[config.mk]
export PLATFORM = sky130hd
export DESIGN_NAME = rom_varredor_flat
export DESIGN_NICKNAME = d
export VERILOG_FILES = /design/src/rtl/rom_varredor_if.sv /design/src/rtl/rom_varredor.sv /design/src/flat_wrapper.sv
export SDC_FILE = /design/constraint.sdc
export NUM_CORES = 1
export LEC_CHECK = 0
export CORE_UTILIZATION = 35
export DETAILED_ROUTE_END_ITERATION = 7
export PLACE_DENSITY_LB_ADDON = 0.08
export SLEW_MARGIN = 40
export SYNTH_ARGS = -nofsm -noshare
export SYNTH_HDL_FRONTEND = slang
export SYNTH_SLANG_ARGS = --single-unit
export TNS_END_PERCENT = 5
[constraint.sdc]
create_clock -name CLK -period 4.9 [get_ports CLK]
set_input_delay 0.98 -clock CLK [delete_from_list [all_inputs] [get_ports CLK]]
set_output_delay 0.98 -clock CLK [all_outputs]
set_load 0.005 [all_outputs]
[src/rtl/rom_varredor_if.sv]
// Connection between the ROM scanner and its ROM and consumers: start request, ROM
// address/data and the scan results.
interface rom_varredor_if #(
   parameter int unsigned LARG_DADO = 8,
   parameter int unsigned LARG_END  = 9
);
   logic                 Iniciar;
   logic [LARG_DADO-1:0] Dados;
   logic [LARG_END-1:0]  Endereco;
   logic                 Ocupado;
   logic                 Pronto;
   logic [LARG_DADO-1:0] Minimo;
   logic [LARG_DADO-1:0] Maximo;
   logic [16:0]          Soma;
   logic [9:0]           Contagem;

   // Scanner side
   modport master (
      input  Iniciar, Dados,
      output Endereco, Ocupado, Pronto, Minimo, Maximo, Soma, Contagem
   );

   // ROM plus result consumer side
   modport slave (
      output Iniciar, Dados,
      input  Endereco, Ocupado, Pronto, Minimo, Maximo, Soma, Contagem
   );
endinterface

[src/rtl/rom_varredor.sv]
// Sequential ROM scanner: reads a 512x8 registered-output ROM from address 0 upward until
// it sees the sentinel word or reaches the last address. It reports the minimum, maximum,
// sum and count of the words that come before the sentinel.
module rom_varredor #(
   parameter int unsigned          LARG_DADO    = 8,
   parameter int unsigned          LARG_END     = 9,
   parameter int unsigned          PROFUNDIDADE = 512,
   parameter logic [LARG_DADO-1:0] SENTINELA    = 8'hFF
) (
   input logic            CLK,
   input logic            Reset_n,
   rom_varredor_if.master bus
);

   localparam logic [LARG_END-1:0] ULTIMO_END = LARG_END'(PROFUNDIDADE - 1);

   typedef enum logic [1:0] {OCIOSO, LENDO, FIM} estado_t;

   estado_t              estado, estado_prox;
   logic [LARG_END-1:0]  end_r, end_prox;
   logic                 vld_r, vld_prox;        // Dados holds the word for the last issued address
   logic                 ultimo_r, ultimo_prox;  // the word on Dados comes from the last address
   logic                 ocupado_r, ocupado_prox;
   logic                 pronto_r, pronto_prox;
   logic [LARG_DADO-1:0] min_r, min_prox;
   logic [LARG_DADO-1:0] max_r, max_prox;
   logic [16:0]          soma_r, soma_prox;
   logic [9:0]           cont_r, cont_prox;

   // Next state: the address side runs one cycle ahead of the consume side
   always_comb begin
      estado_prox = estado;
      end_prox    = end_r;
      vld_prox    = vld_r;
      ultimo_prox = ultimo_r;
      min_prox    = min_r;
      max_prox    = max_r;
      soma_prox   = soma_r;
      cont_prox   = cont_r;

      unique case (estado)
         OCIOSO: begin
            if (bus.Iniciar) begin
               estado_prox = LENDO;
               end_prox    = '0;
               vld_prox    = 1'b0;
               ultimo_prox = 1'b0;
               min_prox    = '1;
               max_prox    = '0;
               soma_prox   = '0;
               cont_prox   = '0;
            end
         end
         LENDO: begin
            if (end_r < ULTIMO_END) begin
               end_prox = end_r + 1'b1;
            end
            // ROM captures the last address at this edge, so its word appears next cycle
            if (end_r == ULTIMO_END) begin
               ultimo_prox = 1'b1;
            end
            vld_prox = 1'b1;
            if (vld_r) begin
               if (bus.Dados == SENTINELA) begin
                  estado_prox = FIM;
               end else begin
                  if (bus.Dados < min_r) min_prox = bus.Dados;
                  if (bus.Dados > max_r) max_prox = bus.Dados;
                  soma_prox = soma_r + 17'(bus.Dados);
                  cont_prox = cont_r + 10'd1;
                  if (ultimo_r) estado_prox = FIM;
               end
            end
         end
         FIM: begin
            estado_prox = OCIOSO;
            vld_prox    = 1'b0;
         end
         default: estado_prox = OCIOSO;
      endcase

      ocupado_prox = (estado_prox == LENDO);
      pronto_prox  = (estado_prox == FIM);
   end

   // State and output registers with synchronous reset
   always_ff @(posedge CLK) begin
      if (!Reset_n) begin
         estado    <= OCIOSO;
         end_r     <= '0;
         vld_r     <= 1'b0;
         ultimo_r  <= 1'b0;
         ocupado_r <= 1'b0;
         pronto_r  <= 1'b0;
         min_r     <= '1;
         max_r     <= '0;
         soma_r    <= '0;
         cont_r    <= '0;
      end else begin
         estado    <= estado_prox;
         end_r     <= end_prox;
         vld_r     <= vld_prox;
         ultimo_r  <= ultimo_prox;
         ocupado_r <= ocupado_prox;
         pronto_r  <= pronto_prox;
         min_r     <= min_prox;
         max_r     <= max_prox;
         soma_r    <= soma_prox;
         cont_r    <= cont_prox;
      end
   end

   assign bus.Endereco = end_r;
   assign bus.Ocupado  = ocupado_r;
   assign bus.Pronto   = pronto_r;
   assign bus.Minimo   = min_r;
   assign bus.Maximo   = max_r;
   assign bus.Soma     = soma_r;
   assign bus.Contagem = cont_r;

endmodule

[src/flat_wrapper.sv]
// flat-port wrapper written by rule: the top's interface ports become plain ports
module rom_varredor_flat 
#(
   parameter int unsigned          LARG_DADO    = 8,
   parameter int unsigned          LARG_END     = 9,
   parameter int unsigned          PROFUNDIDADE = 512,
   parameter logic [LARG_DADO-1:0] SENTINELA    = 8'hFF
)
  (CLK, Reset_n, bus_Iniciar, bus_Dados, bus_Endereco, bus_Ocupado, bus_Pronto, bus_Minimo, bus_Maximo, bus_Soma, bus_Contagem);
  rom_varredor_if #(.LARG_DADO(LARG_DADO), .LARG_END(LARG_END)) bus_i ();
  input logic CLK;
  input logic Reset_n;
  input wire logic [$bits(bus_i.Iniciar)-1:0] bus_Iniciar;
  input wire logic [$bits(bus_i.Dados)-1:0] bus_Dados;
  output wire logic [$bits(bus_i.Endereco)-1:0] bus_Endereco;
  output wire logic [$bits(bus_i.Ocupado)-1:0] bus_Ocupado;
  output wire logic [$bits(bus_i.Pronto)-1:0] bus_Pronto;
  output wire logic [$bits(bus_i.Minimo)-1:0] bus_Minimo;
  output wire logic [$bits(bus_i.Maximo)-1:0] bus_Maximo;
  output wire logic [$bits(bus_i.Soma)-1:0] bus_Soma;
  output wire logic [$bits(bus_i.Contagem)-1:0] bus_Contagem;
  assign bus_i.Iniciar = bus_Iniciar;
  assign bus_i.Dados = bus_Dados;
  assign bus_Endereco = bus_i.Endereco;
  assign bus_Ocupado = bus_i.Ocupado;
  assign bus_Pronto = bus_i.Pronto;
  assign bus_Minimo = bus_i.Minimo;
  assign bus_Maximo = bus_i.Maximo;
  assign bus_Soma = bus_i.Soma;
  assign bus_Contagem = bus_i.Contagem;
  rom_varredor #(.LARG_DADO(LARG_DADO), .LARG_END(LARG_END), .PROFUNDIDADE(PROFUNDIDADE), .SENTINELA(SENTINELA)) u_core (.CLK(CLK), .Reset_n(Reset_n), .bus(bus_i));
endmodule
---- Word level (Yosys, flattened, before mapping) ----
Cells that the tools add are included.
word-level totals
  register bits after elaboration ......... 58
  bits of input ports ..................... 11
  output and inout bits ................... 54
cells by class
  $add $sub $neg .......................... 3
  magnitude comparators ................... 3
  equality and inequality tests ........... 13
  muxes and demuxes ....................... 30
  reductions and logical operators ........ 9
operator list
  kind                   number
  $mux 8                 8
  $mux 17                3
  $pmux 17 s2            1
  $pmux 8 s2             2
  $mux 10                3
  $pmux 10 s2            1
  $mux 9                 2
  $pmux 9 s2             1
  $add 17x8->17          1
  $add 10x1->10 const B  1
  $ne 2x1->1 const B     5
  $reduce_and 5->1       2
  $add 9x1->9 const B    1
  $eq 9x9->1 const B     1
  $lt 9x9->1 const B     1
  $eq 8x8->1 const B     1
  $gt 8x8->1             1
  $lt 8x8->1             1
  $mux 2                 4
  $reduce_and 3->1       2
  $eq 2x1->1 const B     2
  $eq 2x2->1 const B     2
  $ne 2x2->1 const B     2
  $pmux 2 s2             1
  8 further kinds        9

---- Depth between registers and ports, before layout ----
Gate-level depths: netlist (run 1).
  word-level depth ........................ 5
  mapped depth ............................ 10
  gate-level depth less buffers ........... 8

---- Least setup slack after synthesis (run 1) ----
No wires, ideal clock.
  path type ............................... in2reg
  from .................................... in bus_Dados[0]
  to ...................................... reg u_core.soma_r[16] (netlist: u_core.bus.Soma[16])
  arrival time ............................ 2.676 ns
  setup slack ............................. 2.153 ns
  stages on the path ...................... 8
  path buffers ............................ 0
  cells stage by stage .................... ha_1 -> inv_1 -> fa_1 -> nor2b_1 -> o2111ai_1 -> a31o_2 -> or4_1 -> a21oi_1
on the way
  cells in the longest elaborated chain, start to end .. 4
ends and longest elaborated chain
  what                  RTL line             RTL
  from (decl)           flat_wrapper.sv:14   input wire logic [$bits(bus_i.Dados)-1:0] bus_Dados;
  $add 17x8->17         rom_varredor.sv:69   soma_prox = soma_r + 17'(bus.Dados);
  $mux 17               rom_varredor.sv:64   if (bus.Dados == SENTINELA) begin
  $mux 17               rom_varredor.sv:63   if (vld_r) begin
  $pmux 17 s2           rom_varredor.sv:41   unique case (estado)
  to (signal assigned)  rom_varredor.sv:108  soma_r <= soma_prox;
  to (decl)             rom_varredor.sv:27   logic [16:0] soma_r, soma_prox;
Parallel ways exist; a longest one is shown, timed or not. The select of a mux whose other input is x is not followed.
A chain may end at the register's enable or synchronous reset.

---- Worst setup path after layout (run 1) ----
Same ends and word-level chain as after synthesis.

==> results of run 1 <==
per-layer routing:
metal,share of wire [%],wire length [um],vias up,GRT usage (%)
met5,0,0,-,0
met4,0.57,47,0,4.71
met3,4.2,345,4,5.11
met2,44,3680,64,27.4
met1,51,4220,1363,25.6
li1,-,-,1480,-
power by group through the flow:
stage | Clock (mW) | Sequential [mW] | Combinational [mW]
4_1_cts | 0.450 | 0.491 | 0.130
5_1_grt | 0.471 | 0.493 | 0.145
3_3_place_gp | 0 | 0.502 | 0.128
2_1_floorplan | 0 | 0.498 | 0.0859
6_report | 0.434 | 0.492 | 0.130
3_5_place_dp | 0 | 0.502 | 0.129
cells by family (layout without fill, tap and decap cells):
| kind of cell | Yosys count | after routing |
|---|---|---|
| and+or+nand+nor | 121 | 121 |
| AOI/OAI and AO/OA | 102 | 102 |
| DFF | 58 | 58 |
| buffers and inverters | 40 | 106 |
| adders and majority gates | 27 | 27 |
| xor gates and xnor gates | 18 | 18 |
| muxes | 1 | 1 |
path summary, 6_finish.rpt:
check | start | endpoint | slack [ps] | cells past startpoint
min reg2reg | u_core.bus.Soma[16]$_SDFFE_PN0P_ | u_core.bus.Soma[16]$_SDFFE_PN0P_ | 480 | 2
min | u_core.bus.Soma[16]$_SDFFE_PN0P_ | u_core.bus.Soma[16]$_SDFFE_PN0P_ | 480 | 2
max | bus_Dados[0] | u_core.bus.Soma[16]$_SDFFE_PN0P_ | 1670 | 9
max reg2reg | u_core.estado[0]$_SDFF_PN0_ | u_core.bus.Maximo[1]$_SDFFE_PN0P_ | 2310 | 4
critical path, stage by stage:
cell	delay [ps]
clkdlybuf4s50_1	590
ha_1	220
inv_1	60
fa_1	400
nor2b_1	170
o2111ai_1	160
a31o_2	300
or4_1	480
a21oi_1	150
cell usage in the layout (no fill, tap or decap), types with 3 or more instances in the layout:
cell type / instances
nand2_1: 21
clkdlybuf4s50_1: 64
nand3_1: 12
o21ai_1: 5
o21ai_0: 13
a21boi_1: 5
a21o_1: 5
nand4_1: 7
or3_1: 3
buf_4: 3
nand2b_1: 3
xnor2_1: 7
a32o_1: 3
nor2_1: 27
a31oi_1: 9
clkbuf_8: 10
a21oi_1: 18
or4_1: 9
nor4_1: 8
o211ai_1: 3
nor3_1: 3
ha_1: 26
nor2b_1: 8
o31ai_1: 7
a211oi_1: 5
inv_1: 23
dfxtp_1: 58
xor2_1: 11
a22o_1: 8
o2111ai_1: 5
and4_1: 3
and3_1: 6
final cells by class:
type                    instances  share of cell area (%)
multi-input cells             269                    46.0
flip-flops and latches         58                    28.0
repair buffers                 67                    16.0
clock buffers                  12                    3.50
well taps                     108                    3.26
inverters                      24                    2.18
clock inverters                 3                   0.967
sequential cells by signal, summed over array words and instances, names as in the netlist:
name	count
u_core.bus.Endereco	9
u_core.bus.Maximo	8
u_core.bus.Contagem	10
u_core.bus.Ocupado	1
u_core.bus.Minimo	8
u_core.ultimo_r	1
u_core.estado	2
u_core.bus.Soma	17
u_core.vld_r	1
u_core.bus.Pronto	1
metrics by stage:
| stage | instance area [um2] | hold WS [ps] |
|---|---|---|
| 2_1_floorplan | 3260 | 464 |
| 3_3_place_gp | 3950 | 464 |
| 3_5_place_dp | 3960 | 476 |
| 4_1_cts | 4140 | 488 |
| 5_1_grt | 4140 | 509 |
| 6_report | 4140 | 485 |
==> flow_summary.yaml, run 1 <==
cells_and_area:
  syn2layout_area_growth_pct: 27.0
  drive_above_1_share_pct: 6.00
  multiInputGateArea_um2: 1910
  seq_area_um2: 1160
  fill_cells: 885
  nets: 467
  fin_util_pct: 46.6
  final_cells: 541
  diodes: 0
timing:
  fmax_ghz: 0.309
  worst_pin_slew_ps: 784
  hold_viol: 0
  postLayoutSetupSlackWorst_ps: 1670
  tns_ps: 0
  rsz0062_at_grt: "false"
  setup_viol: 0
  min_period_ps: 3230
  report.final.slew_viol_count: 0
  skew_ps: 6.78
  post-route-period-util_pct: 66.0
  relSlewSlack_pct: 47.3
synth:
  synth_top_area_cell: "dfxtp_1"
  synth_cells: 367
  synth_seq_cells: 58
  ys_warn_count: 0
  synthAdderAreaFrac_pct: 10.6
  syn_area_per_cell_um2: 8.88
  synthMostInstantiatedCell: "dfxtp_1"
  synthMuxAreaShare_pct: 0.307
  syn_nets: 405
  synth_area_leaders: "dfxtp_1 (36%), ha_1 (10%), nor2_1 (3.1%), xor2_1 (3.0%), a21oi_1 (2.8%)"
  synth_compound_area_share_pct: 22.1
  synth-seq-area-share_pct: 35.6
  synthFlopType: "dfxtp_1"
  synth_top_family_by_area: "compound AO/OA/AOI/OAI gates"
  synth_edf_count: 0
  yosys.area_share.simple_pct: 20.5
  synth_top_area_share_pct: 35.6
  synth_cell_types: 56
  async_flop_share_pct: 0
  synth_commonest_cells: "dfxtp_1 (58), nor2_1 (27), ha_1 (26)"
  synth-xor-area-share_pct: 4.83
  synth_area_um2: 3260
critical_path:
  critPathMaxFanout: 10
  worstPathArrival_ps: 3500
  start_kind: "input port"
  required_ps: 5170
  end_kind: "register"
  criticalPathCategory: "input port to register"
routing:
  drt_iter0_drc: 105
  routedWlPerCell_um: 15.3
  avgViaCountPerCell: 5.38
  detail-route-antenna-nets: 0
  vias: 2911
  wl_um: 8290
  detail_route.first_pass.iterations: 8
  drcViolationCount: 3
power_and_ir_drop:
  peakVddDrop_mv: 0.148
  clkPwrFrac_pct: 41.1
  p_int_mw: 0.780
  finalPower_mw: 1.06
  p_leak_nw: 1.54
  seq_power_share_pct: 46.6
  p_per_area_nw_per_um2: 255
  switchingPower_mw: 0.275
  comb_power_share_pct: 12.3
  switching_share_pct: 26.1
clock_network:
  htreeDepth: 3
  clk_latency_ps: 330
  post_cts_buffers: 0
  root_buffer: "clkbuf_8"
  max-clock-path-buffers: 2
  path_clk_slew_ps: 70
  cts-resized-gates: 0
  numCtsBuffers: 9
  cts_tree: "done"
  clock_sinks: 58
  cts_hold_buf: 0
floorplanning:
  num_io_pins: 65
  die_w_um: 98.5
  chipHeight_um: 98.5
  core-area_um2: 8890
  initial_core_util_pct: 36.7
  die_area_um2: 9710
  rows: 34
global_routing:
  grt_use_total_pct: 18.2
  grt_antenna_before_repair: 0
  grt_overflow: 0
  grt_start_max_net_pins: 30
  grt_pass1_vias: 2778
  grt_pass1_wl_um: 14000
run:
  maxCapViolCount: 0
placement:
  port_buffers: 64
  dp_hpwl_um: 5940
  placed_cells_incl_taps: 526
  place.gp.congestion: 0.840
  dpl_worst_slack_ps: 1270
status:
  status: "finished with violations"
  violations: "DRC"
hold_path:
  hp-class: "register to register"
Note: power is estimated with default switching activity, not from simulation.
==> run 2: changes to the inputs <==
- clock period: 4.9 -> 2.8 ns (I/O delays scaled with it)
==> run 2 against run 1 <==
Compared with the run above:
- the flow still finishes with violations (DRC)
- die area did not move
- clock power rose by 86%
- highest routed layer unchanged
- worst hold slack improved by 3.9 ps
- combinational power rose by 110%
- global-route usage rose by 0.18 points
- cell area rose by 6.3%
- sequential power rose by 74%
- via count rose by 6.1%
==> flow_summary.yaml, run 2 (synthesized netlist as in run 1, its figures left out) <==
critical_path:
  r2r-start: "u_core.bus.Soma[0]$_SDFFE_PN0P_"
  worstPathArrival_ps: 2970
  start_kind: "input port"
  critPathMaxFanout: 9
  criticalPathCategory: "input port to register"
  reg2reg_depth: 8
  end_kind: "register"
  reg2reg_slack_ps: 470
  required_ps: 3080
  reg2reg_to: "u_core.bus.Soma[16]$_SDFFE_PN0P_"
timing:
  rsz0062_at_grt: "false"
  fmax_ghz: 0.372
  relSlewSlack_pct: 60.4
  skew_ps: 12.0
  worst_pin_slew_ps: 579
  hold_viol: 0
  report.final.slew_viol_count: 0
  min_period_ps: 2690
  setup_viol: 0
  postLayoutSetupSlackWorst_ps: 114
  post-route-period-util_pct: 95.9
  hold_ws_ps: 488
placement:
  dp_hpwl_um: 6340
  port_buffers: 64
  place.gp.congestion: 0.829
  place_area_um2: 4200
  placed_cells_incl_taps: 556
  dpl_worst_slack_ps: -213
floorplanning:
  core-area_um2: 8890
  initial_core_util_pct: 36.7
  die_area_um2: 9710
  num_io_pins: 65
  chipHeight_um: 98.5
  rows: 34
  die_w_um: 98.5
routing:
  wl_um: 8610
  routedWlPerCell_um: 15.1
  drcViolationCount: 2
  avgViaCountPerCell: 5.40
  vias: 3090
  detail-route-antenna-nets: 0
  detail_route.first_pass.iterations: 8
  drt_iter0_drc: 100
clock_network:
  root_buffer: "clkbuf_8"
  clk_latency_ps: 340
  max-clock-path-buffers: 2
  cts_tree: "done"
  cts-resized-gates: 0
  post_cts_buffers: 0
  path_clk_slew_ps: 80
  htreeDepth: 3
  clock_sinks: 58
  numCtsBuffers: 9
  cts_hold_buf: 0
status:
  violations: "DRC"
  status: "finished with violations"
cells_and_area:
  seq_area_um2: 1160
  layout_commonest_cell: "clkdlybuf4s50_1"
  final_cell_mix: "clkdlybuf4s50_1 (64), dfxtp_1 (58), buf_4 (31)"
  final_cells: 572
  multiInputGateArea_um2: 1900
  largest_reg_flops: 17
  drive_above_1_share_pct: 12.3
  syn2layout_area_growth_pct: 35.1
  fin_area_um2: 4400
  fill_cells: 863
  diodes: 0
  nets: 497
global_routing:
  grt_overflow: 0
  grt_antenna_before_repair: 0
  grt_start_max_net_pins: 24
  grt_pass1_vias: 2943
  grt_pass1_wl_um: 14200
  grt_use_total_pct: 18.4
hold_path:
  holdPathStages: 2
  hp-class: "register to register"
  min_from: "u_core.bus.Soma[16]$_SDFFE_PN0P_"
  hold_end: "u_core.bus.Soma[16]$_SDFFE_PN0P_"
power_and_ir_drop:
  p_leak_nw: 1.69
  p_per_area_nw_per_um2: 440
  peakVddDrop_mv: 0.257
  finalPower_mw: 1.94
run:
  maxCapViolCount: 0
## run 2: worst max-delay path by stage
stage	to	cells past startpoint	start	slack, ps
finish	u_core.bus.Soma[16]$_SDFFE_PN0P_	9	bus_Dados[0]	110
CTS	u_core.bus.Soma[16]$_SDFFE_PN0P_	9	bus_Dados[0]	130
global route	u_core.bus.Soma[16]$_SDFFE_PN0P_	9	bus_Dados[0]	0.2
floorplan	u_core.bus.Soma[16]$_SDFFE_PN0P_	8	bus_Dados[0]	470
detailed placement	u_core.bus.Soma[16]$_SDFFE_PN0P_	9	bus_Dados[0]	-210
global placement	u_core.bus.Soma[16]$_SDFFE_PN0P_	9	bus_Dados[0]	-170
## run 2: metrics by stage
step | util (%) | setup TNS (ps)
final | 49.5 | 0
after global placement | 47.2 | -826
after floorplan | - | 0
after detailed placement | 47.2 | -964
after CTS | 49.5 | 0
after global routing | 49.5 | 0
## run 2: critical path, cell delays in order
cell and delay, ps:
clkdlybuf4s50_1 510, ha_1 180, inv_1 50, fa_1 410, nor2b_1 190, o2111ai_1 160, a31o_2 300, or4_1 480
a21oi_1 140
## run 2: area by class of cell
cell class	count	area share (%)
Timing Repair Buffer	97	20.7
Tap cell	108	3.07
Inverter	24	2.05
Clock inverter	4	1.14
Clock buffer	12	3.52
Sequential cell	58	26.4
Multi-Input combinational cell	269	43.1
## run 2: power breakdown
part / internal [mW] / leakage (nW) / switching [mW] / total [mW]
clock: 0.458 / 0.0986 / 0.350 / 0.808
combinational: 0.129 / 1.12 / 0.144 / 0.273
sequential: 0.841 / 0.470 / 0.0144 / 0.855
## run 2: per-layer routing
layer  part of all wire [%]  global-route usage [%]  vias up
met3                    3.7                    3.90       13
li1                       -                       -     1560
met5                      0                       0        -
met4                    1.7                    6.43        0
met1                     50                    24.9     1442
met2                     45                    28.9       75
